--- src/rtl/mul_div.sv ---
// mul_div: iterative RV32M multiply/divide unit for the execute stage.
// The unit latches the opcode and operands when it starts. It then runs
// 32 shift-add (multiply) and restoring-divide iterations in parallel.
// After that it presents a registered result together with a one-cycle
// ready pulse.
//
// Ports:
//   clk_i          rising-edge clock
//   rst_i          asynchronous active-low reset
//   inst_i         decoded instruction code (OP_* parameters)
//   muldiv_inst_i  current execute instruction is an M-extension op
//   reg1_data_i    rs1 operand (multiplicand / dividend)
//   reg2_data_i    rs2 operand (multiplier / divisor)
//   data_o         registered result, held until the next completion
//   ready_o        result valid, one-cycle pulse (state DONE)
//   exception_o    divide-by-zero or unknown opcode, valid with ready_o
module mul_div #(
    parameter logic [7:0] OP_MUL    = 8'h30,
    parameter logic [7:0] OP_MULH   = 8'h31,
    parameter logic [7:0] OP_MULHSU = 8'h32,
    parameter logic [7:0] OP_MULHU  = 8'h33,
    parameter logic [7:0] OP_DIV    = 8'h34,
    parameter logic [7:0] OP_DIVU   = 8'h35,
    parameter logic [7:0] OP_REM    = 8'h36,
    parameter logic [7:0] OP_REMU   = 8'h37
) (
    input  logic        clk_i,
    input  logic        rst_i,
    input  logic [7:0]  inst_i,
    input  logic        muldiv_inst_i,
    input  logic [31:0] reg1_data_i,
    input  logic [31:0] reg2_data_i,
    output logic [31:0] data_o,
    output logic        ready_o,
    output logic        exception_o
);

    typedef enum logic [1:0] {
        ST_IDLE = 2'd0,
        ST_BUSY = 2'd1,
        ST_DONE = 2'd2
    } state_e;

    state_e      state_r, state_nxt_s;
    logic [4:0]  cnt_r;
    logic [7:0]  op_r;
    logic        neg_a_r, neg_b_r, div_zero_r;
    logic [31:0] dividend_r;
    logic [63:0] mcand_r, acc_r;
    logic [31:0] mplier_r;
    logic [31:0] rem_r, quo_r, divisor_r;
    logic [31:0] data_r;
    logic        exception_r;

    logic        start_s, last_iter_s;
    logic        a_signed_s, b_signed_s, neg_a_s, neg_b_s;
    logic [31:0] a_mag_s, b_mag_s;
    logic [63:0] acc_nxt_s, prod_s;
    logic [32:0] trial_s;
    logic [31:0] rem_nxt_s, quo_nxt_s, quo_fin_s, rem_fin_s;
    logic [31:0] result_s;
    logic        result_exc_s;

    assign start_s     = (state_r == ST_IDLE) && muldiv_inst_i;
    assign last_iter_s = (state_r == ST_BUSY) && (cnt_r == 5'd31);

    // Operand signedness decode and magnitude formation at start.
    always_comb begin
        a_signed_s = 1'b0;
        b_signed_s = 1'b0;
        case (inst_i)
            OP_MULH:        begin a_signed_s = 1'b1; b_signed_s = 1'b1; end
            OP_MULHSU:      begin a_signed_s = 1'b1; b_signed_s = 1'b0; end
            OP_DIV, OP_REM: begin a_signed_s = 1'b1; b_signed_s = 1'b1; end
            default:        begin a_signed_s = 1'b0; b_signed_s = 1'b0; end
        endcase
        neg_a_s = a_signed_s & reg1_data_i[31];
        neg_b_s = b_signed_s & reg2_data_i[31];
        a_mag_s = neg_a_s ? (32'd0 - reg1_data_i) : reg1_data_i;
        b_mag_s = neg_b_s ? (32'd0 - reg2_data_i) : reg2_data_i;
    end

    // One shift-add step and one restoring-divide step.
    always_comb begin
        acc_nxt_s = mplier_r[0] ? (acc_r + mcand_r) : acc_r;
        // The shifted partial remainder always fits in 33 bits because rem_r < divisor.
        trial_s   = {rem_r, quo_r[31]} - {1'b0, divisor_r};
        if (!trial_s[32]) begin
            rem_nxt_s = trial_s[31:0];
            quo_nxt_s = {quo_r[30:0], 1'b1};
        end else begin
            rem_nxt_s = {rem_r[30:0], quo_r[31]};
            quo_nxt_s = {quo_r[30:0], 1'b0};
        end
    end

    // Sign correction, special cases and opcode select of the final result.
    always_comb begin
        prod_s = (neg_a_r ^ neg_b_r) ? (64'd0 - acc_nxt_s) : acc_nxt_s;
        if (div_zero_r) begin
            quo_fin_s = 32'hFFFF_FFFF;
            rem_fin_s = dividend_r;
        end else begin
            quo_fin_s = (neg_a_r ^ neg_b_r) ? (32'd0 - quo_nxt_s) : quo_nxt_s;
            rem_fin_s = neg_a_r ? (32'd0 - rem_nxt_s) : rem_nxt_s;
        end
        result_s     = 32'd0;
        result_exc_s = 1'b0;
        case (op_r)
            OP_MUL:                       result_s = prod_s[31:0];
            OP_MULH, OP_MULHSU, OP_MULHU: result_s = prod_s[63:32];
            OP_DIV, OP_DIVU: begin
                result_s     = quo_fin_s;
                result_exc_s = div_zero_r;
            end
            OP_REM, OP_REMU: begin
                result_s     = rem_fin_s;
                result_exc_s = div_zero_r;
            end
            default: begin
                result_s     = 32'd0;
                result_exc_s = 1'b1;
            end
        endcase
    end

    // FSM state register.
    always_ff @(posedge clk_i or negedge rst_i) begin
        if (!rst_i) begin
            state_r <= ST_IDLE;
        end else begin
            state_r <= state_nxt_s;
        end
    end

    // FSM next-state logic; DONE always lasts exactly one cycle.
    always_comb begin
        state_nxt_s = state_r;
        case (state_r)
            ST_IDLE: state_nxt_s = muldiv_inst_i ? ST_BUSY : ST_IDLE;
            ST_BUSY: state_nxt_s = (cnt_r == 5'd31) ? ST_DONE : ST_BUSY;
            ST_DONE: state_nxt_s = ST_IDLE;
            default: state_nxt_s = ST_IDLE;
        endcase
    end

    // Operand latch, iteration datapath and registered result.
    always_ff @(posedge clk_i or negedge rst_i) begin
        if (!rst_i) begin
            cnt_r       <= 5'd0;
            op_r        <= 8'd0;
            neg_a_r     <= 1'b0;
            neg_b_r     <= 1'b0;
            div_zero_r  <= 1'b0;
            dividend_r  <= 32'd0;
            mcand_r     <= 64'd0;
            acc_r       <= 64'd0;
            mplier_r    <= 32'd0;
            rem_r       <= 32'd0;
            quo_r       <= 32'd0;
            divisor_r   <= 32'd0;
            data_r      <= 32'd0;
            exception_r <= 1'b0;
        end else begin
            if (start_s) begin
                cnt_r      <= 5'd0;
                op_r       <= inst_i;
                neg_a_r    <= neg_a_s;
                neg_b_r    <= neg_b_s;
                div_zero_r <= (reg2_data_i == 32'd0);
                dividend_r <= reg1_data_i;
                mcand_r    <= {32'd0, a_mag_s};
                acc_r      <= 64'd0;
                mplier_r   <= b_mag_s;
                rem_r      <= 32'd0;
                quo_r      <= a_mag_s;
                divisor_r  <= b_mag_s;
            end else if (state_r == ST_BUSY) begin
                cnt_r    <= cnt_r + 5'd1;
                acc_r    <= acc_nxt_s;
                mcand_r  <= {mcand_r[62:0], 1'b0};
                mplier_r <= {1'b0, mplier_r[31:1]};
                rem_r    <= rem_nxt_s;
                quo_r    <= quo_nxt_s;
            end else begin
                cnt_r <= cnt_r;
            end
            if (last_iter_s) begin
                data_r      <= result_s;
                exception_r <= result_exc_s;
            end else begin
                exception_r <= 1'b0;
            end
        end
    end

    assign data_o      = data_r;
    assign exception_o = exception_r;
    assign ready_o     = (state_r == ST_DONE);

endmodule

--- config.mk ---
export PLATFORM = sky130hd
export DESIGN_NAME = mul_div
export DESIGN_NICKNAME = d
export VERILOG_FILES = /design/src/rtl/mul_div.sv
export SDC_FILE = /design/constraint.sdc
export NUM_CORES = 1
export LEC_CHECK = 0
export CORE_MARGIN = 3
export CORE_UTILIZATION = 25
export DETAILED_ROUTE_END_ITERATION = 10
export PLACE_DENSITY = 0.5
export SLEW_MARGIN = 20
export SYNTH_ARGS = -nofsm -noshare
export SYNTH_HDL_FRONTEND = slang
export SYNTH_SLANG_ARGS = --single-unit
--- constraint.sdc ---
create_clock -name clk_i -period 5.4 [get_ports clk_i]
set_input_delay 1.35 -clock clk_i [delete_from_list [all_inputs] [get_ports clk_i]]
set_output_delay 1.35 -clock clk_i [all_outputs]
set_load 0.02 [all_outputs]
* Word level (Yosys, flattened, before mapping)
Index checks and enable logic that the tools add are counted.
** Word-level totals
- Memory bits (read-only) :: 0
- Bits in latches :: 0
- Flip-flop bits (word level) :: 339
- Memory bits (writable) :: 0
- Memories :: 0
- Word-level logic and storage cells :: 83
** Cells by class
- Multipliers :: 0
- Bitwise gates (word level) :: 3
- Reductions and logical operators :: 12
- Equal/unequal tests :: 15
- Shifts and indexed selects :: 0
- Muxes and demuxes :: 30
- $add $sub $neg :: 8
- Order comparisons :: 0
- Divide/modulo/power cells :: 0
** Operators by type and width (number)
- two-way mux 32 bit :: 13
- two-way mux 64 bit :: 6
- case mux 32 bit (4 select lines) :: 1
- subtractor 1 x 32 -> 32 bit, first input constant :: 4
- equality test 8 x 6 -> 1 bit, second input constant :: 12
- adder 64 bit :: 1
- subtractor 1 x 64 -> 64 bit, first input constant :: 1
- subtractor 33 x 32 -> 33 bit :: 1
- logical NOT 32 bit :: 1
- OR reduction 4 bit :: 3
- two-way mux 5 bit :: 2
- OR reduction 3 bit :: 2
- adder 5 x 1 -> 5 bit, second input constant :: 1
- equality test 5 bit, second input constant :: 1
- two-way mux 1 bit :: 5
- case mux 2 bit (2 select lines) :: 1
- OR reduction 2 bit :: 2
- bitwise AND 1 bit :: 2
- equality test 2 x 1 -> 1 bit, second input constant :: 1
- equality test 2 bit, second input constant :: 1
- logical AND 1 bit :: 2
- logical NOT 2 bit :: 1
- two-way mux 2 bit :: 1
- case mux 1 bit (2 select lines) :: 1
- other kinds (2) :: 2

* Depth between registers and ports, before layout
- Word-level depth :: 6
- Gate-level depth with buffers :: 26

* Worst setup path after synthesis
OpenSTA, ideal clock, no wires.
- Path type :: reg2reg
- Start :: register quo_r[31]
- End :: register data_r[26] (netlist: data_o[26])
- Required time :: 5.274 ns
- Setup time :: 0.126 ns
- Arrival time :: 5.268 ns
- Period minus slack after synthesis :: 5.394 ns
- Slack :: 0.006 ns
- Stages on the path, launching flop included :: 26
- Path through :: dfrtp_1 -> inv_1 -> ha_1 -> fa_1 -> nand2b_1 -> a21o_1 -> a21bo_2 -> a21oi_2 -> nor3_2 -> nor2_2 -> inv_2 -> buf_2 -> clkbuf_1 -> buf_1 -> a21oi_1 -> ha_1 -> nand2_1 -> or4_1 -> or3_1 -> or3_1 -> nor3_1 -> o221ai_1 -> o41ai_1 -> xor2_1 -> a221oi_1 -> nor2_1
** Between the ends
- Longest elaborated chain between the ends :: 6
** Ends and longest elaborated chain
- from (decl) :: line 51 : logic [31:0] rem_r, quo_r, divisor_r;
- from (signal assigned) :: line 176 : quo_r <= a_mag_s;
- from (signal assigned) :: line 184 : quo_r <= quo_nxt_s;
- subtractor 33 x 32 -> 33 bit :: line 87 : trial_s = {rem_r, quo_r[31]} - {1'b0, divisor_r};
- two-way mux 32 bit / two-way mux 1 bit (equally long branches) :: line 88 : if (!trial_s[32]) begin
- subtractor 1 x 32 -> 32 bit, on equally long branches :: line 105, 104
- two-way mux 32 bit, on equally long branches :: line 105, 104
- two-way mux 32 bit :: line 100 : if (div_zero_r) begin
- case mux 32 bit (4 select lines) * :: line 109 : case (op_r)
- to (signal assigned) :: line 189 : data_r <= result_s;
- to (decl) :: line 52 : logic [31:0] data_r;
Every way passes the cells marked *; elsewhere a longest branch is shown, timed or not.
A chain may end at the register's enable or synchronous reset.

* Worst setup path in the final report
Ends and elaborated chain as after synthesis.

==> metrics.yaml <==
outcome: "finished, final reports clean"
clockBufferDepth: 3
p_per_area_mw_per_mm2: 766
antenna_left: 0
ys_seq_elements: 339
cts_tree: "yes"
dp_slack_ns: 0.0784
min_from: "dividend_r[5]"
gp_congestion: 0.977
synth_nets: 3790
reg2reg_depth: 23
cp_max_fo: 7
async_flop_share_pct: 100
path_buf_inv: 2
arrival_ns: 5.69
yosys.area.top_type_share_pct: 30.7
hold_viol: 0
drtIter0Drc: 2607
critPathKind: "reg -> reg"
syn-mean-instance-area_um2: 7.66
top_layer_used: "met5"
finalClockSkew_ns: 0.0350
hold_depth: 2
cp_cell_sequence: "inv_1 > ha_1 > fa_1 > nand2b_1 > a21o_1 > a21bo_2 > a21oi_2 > o21a_1 > nor2_4 > inv_4 > nor2_1 > a21oi_2 > ha_2 > nand2_1 > or4_1 > or3_1 > or3_4 > nor3_2 > o221ai_2 > o41ai_2 > xor2_1 > a221oi_2 > nor2_1"
cp-start-kind: "flip-flop"
grt_use_total_pct: 19.5
slew_headroom_pct: 30.4
wl_met1_um: 52500
max_stage_delay_ns: 0.43
antenna_found_initial: 7
clock_latency_ns: 0.62
leakagePower_nw: 12.9
max_freq_mhz: 193
initial_utilization_pct: 25.3
io_pins: 109
r2r-start: "quo_r[31]"
routed_wl_um: 116000
netlist_top_cells_area: "dfrtp_1 (31%), nand2_1 (8.1%), o21ai_0 (5.7%)"
period_needed_ns: 5.18
grt-ovfl-total: 0
htreeDepth: 2
remaining_drc_errors: 0
cp_top_family: "simple AND/OR/NAND/NOR gates"
io_buffers: 108
place_hpwl_um: 88400
power_mw: 24.9
wl_met2_um: 52100
slowest_stage: "or4_1"
drive_gt1_share_pct: 8.93
core_area_mm2: 0.109
cp-end-kind: "flip-flop"
synth.yosys.seq_area_share_pct: 30.7
grt_max_degree: 206
peakVddDrop_v: 0.000313
num_rows: 121
setup_tns_ns: 0
cts-root-buf: "clkbuf_16"
holdPathEnd: "dividend_r[5]"
drv_slew: 0
period_share_pct: 96.0
met3_wirelength_um: 7440
yosysUniqueCellTypes: 107
setup_viol: 0
area_growth_pct: 17.7
hold_class: "reg -> reg"
r2r_slack_ns: 0.22
viasPerCell: 5.45
clock_sinks: 339
num_vias: 28368
r2r-end: "data_o[26]"
fillers: 11971
synth_edf_count: 0
wl_per_cell_um: 22.2
path_clk_slew_ns: 0.07
die_y_um: 339
synthCells: 3611
tightestPinTransition_ns: 1.04
multi_input_area_mm2: 0.0181
grt_pass1_wl_um: 174000
ys.flop_type: "dfrtp_1"
synthTopCellsByCount: "nand2_1 (598), dfrtp_1 (339), o21ai_0 (316)"
grt_pass1_vias: 27104
final_net_count: 3870
crit_required_ns: 5.91
die_w_um: 339
drtPass1Iterations: 5
die-area_mm2: 0.115
regArea_mm2: 0.00849
yosys.area.top_type: "dfrtp_1"
cts_buffers: 45
timing.final.ws_setup_ns: 0.215
max_cap_viol_count: 0
yosysMostFrequentCell: "nand2_1"
cp_num_cells: 23
ys_warn_count: 0
syn_area_mm2: 0.0277
cp-startpoint: "quo_r[31]"
cells in the final DEF (no fill, tap or decap), types with 14 or more instances in the layout:
cell type,count
a211oi_1,33
a21o_1,26
a21oi_1,308
a221oi_1,15
a22oi_1,19
a31oi_1,90
and2_1,21
and3_1,55
buf_4,148
clkbuf_16,46
clkdlybuf4s50_1,107
dfrtp_1,337
ha_1,101
inv_1,69
mux2i_1,59
nand2_1,596
nand2b_1,21
nand3_1,148
nand4_1,63
nor2_1,291
nor2b_1,16
nor3_1,84
nor4_1,29
o211ai_1,34
o21a_1,20
o21ai_0,313
o21ai_1,22
o22ai_1,14
o31ai_1,38
or3_1,33
or4_1,18
xnor2_1,108
xor2_1,98
worst register-to-register path, cell delays in order (launching register included):
cell and delay [ns]:
dfrtp_1 0.35, inv_1 0.07, ha_1 0.23, fa_1 0.40
nand2b_1 0.19, a21o_1 0.20, a21bo_2 0.26, a21oi_2 0.19
o21a_1 0.20, nor2_4 0.08, inv_4 0.10, nor2_1 0.06
a21oi_2 0.13, ha_2 0.20, nand2_1 0.07, or4_1 0.43
or3_1 0.36, or3_4 0.38, nor3_2 0.17, o221ai_2 0.14
o41ai_2 0.40, xor2_1 0.14, a221oi_2 0.27, nor2_1 0.06
state kept, by name, summed over array words and instances, names as in the netlist:
name and count:
acc_r 64, mcand_r 64, data_o 32, dividend_r 32
divisor_r 32, mplier_r 32, quo_r 32, rem_r 32
op_r 8, cnt_r 5, state_r 2, div_zero_r 1
exception_o 1, neg_a_r 1, neg_b_r 1
cell type report:
cell class / instances / area share, %
multi-input combinational: 2973 / 55.5
sequential: 339 / 26.1
timing repair buffer: 261 / 7.05
tap: 1476 / 5.67
clock buffer: 66 / 4.07
inverter: 71 / 0.826
clock inverter: 18 / 0.772
antenna: 5 / 0.0384
cells by family (layout without fill, tap and decap cells):
group                    Yosys count  in the layout  share of synthesized area [%]
flip-flops                       339            339                           30.7
AO/OA/AOI/OAI                   1136           1136                           26.3
multiplexers                      65             65                           2.38
AND/OR/NAND/NOR                 1460           1460                           24.7
other                              0              5                              0
XOR/XNOR                         208            208                           6.58
buffers and inverters            299            416                           4.68
adder cells (fa/ha/maj)          104            104                           4.76
what timing repair did:
| action | CTS | global route |
|---|---|---|
| gates resized for setup | 0 | 21 |
| setup buffers | 0 | 2 |
| hold buffers | 0 | 0 |
| endpoints found under the setup margin | 0 | 9 |
per-stage QoR:
step                      cell area (um^2)  utilization, %  std cells  hold slack (ns)
after floorplan                      27700               -       3611            0.437
after global placement               30900            28.2       5118            0.457
after detailed placement             30900            28.2       5118            0.455
after CTS                            32400            29.7       5202            0.470
after global routing                 32600            29.8       5205            0.489
final                                32600            29.8       5209            0.469
layer usage:
layer | track usage, % | up-vias
met3 | 3.14 | 177
li1 | - | 13388
met5 | 0 | -
met2 | 31.1 | 958
met4 | 5.98 | 2
met1 | 26.9 | 13843
worst max-delay path by stage:
stage,slack (ns),endpoint
floorplan,0.006,data_o[26]
global placement,0.19,data_o[28]
detailed placement,0.08,data_o[28]
CTS,0.06,data_o[28]
global route,-0.1,data_o[26]
finish,0.22,data_o[26]
power by group:
part / switching, mW / internal (mW)
clock network: 1.31 / 1.95
logic: 10.9 / 5.87
registers: 1.23 / 3.71
(Power assumes the default switching activity.)
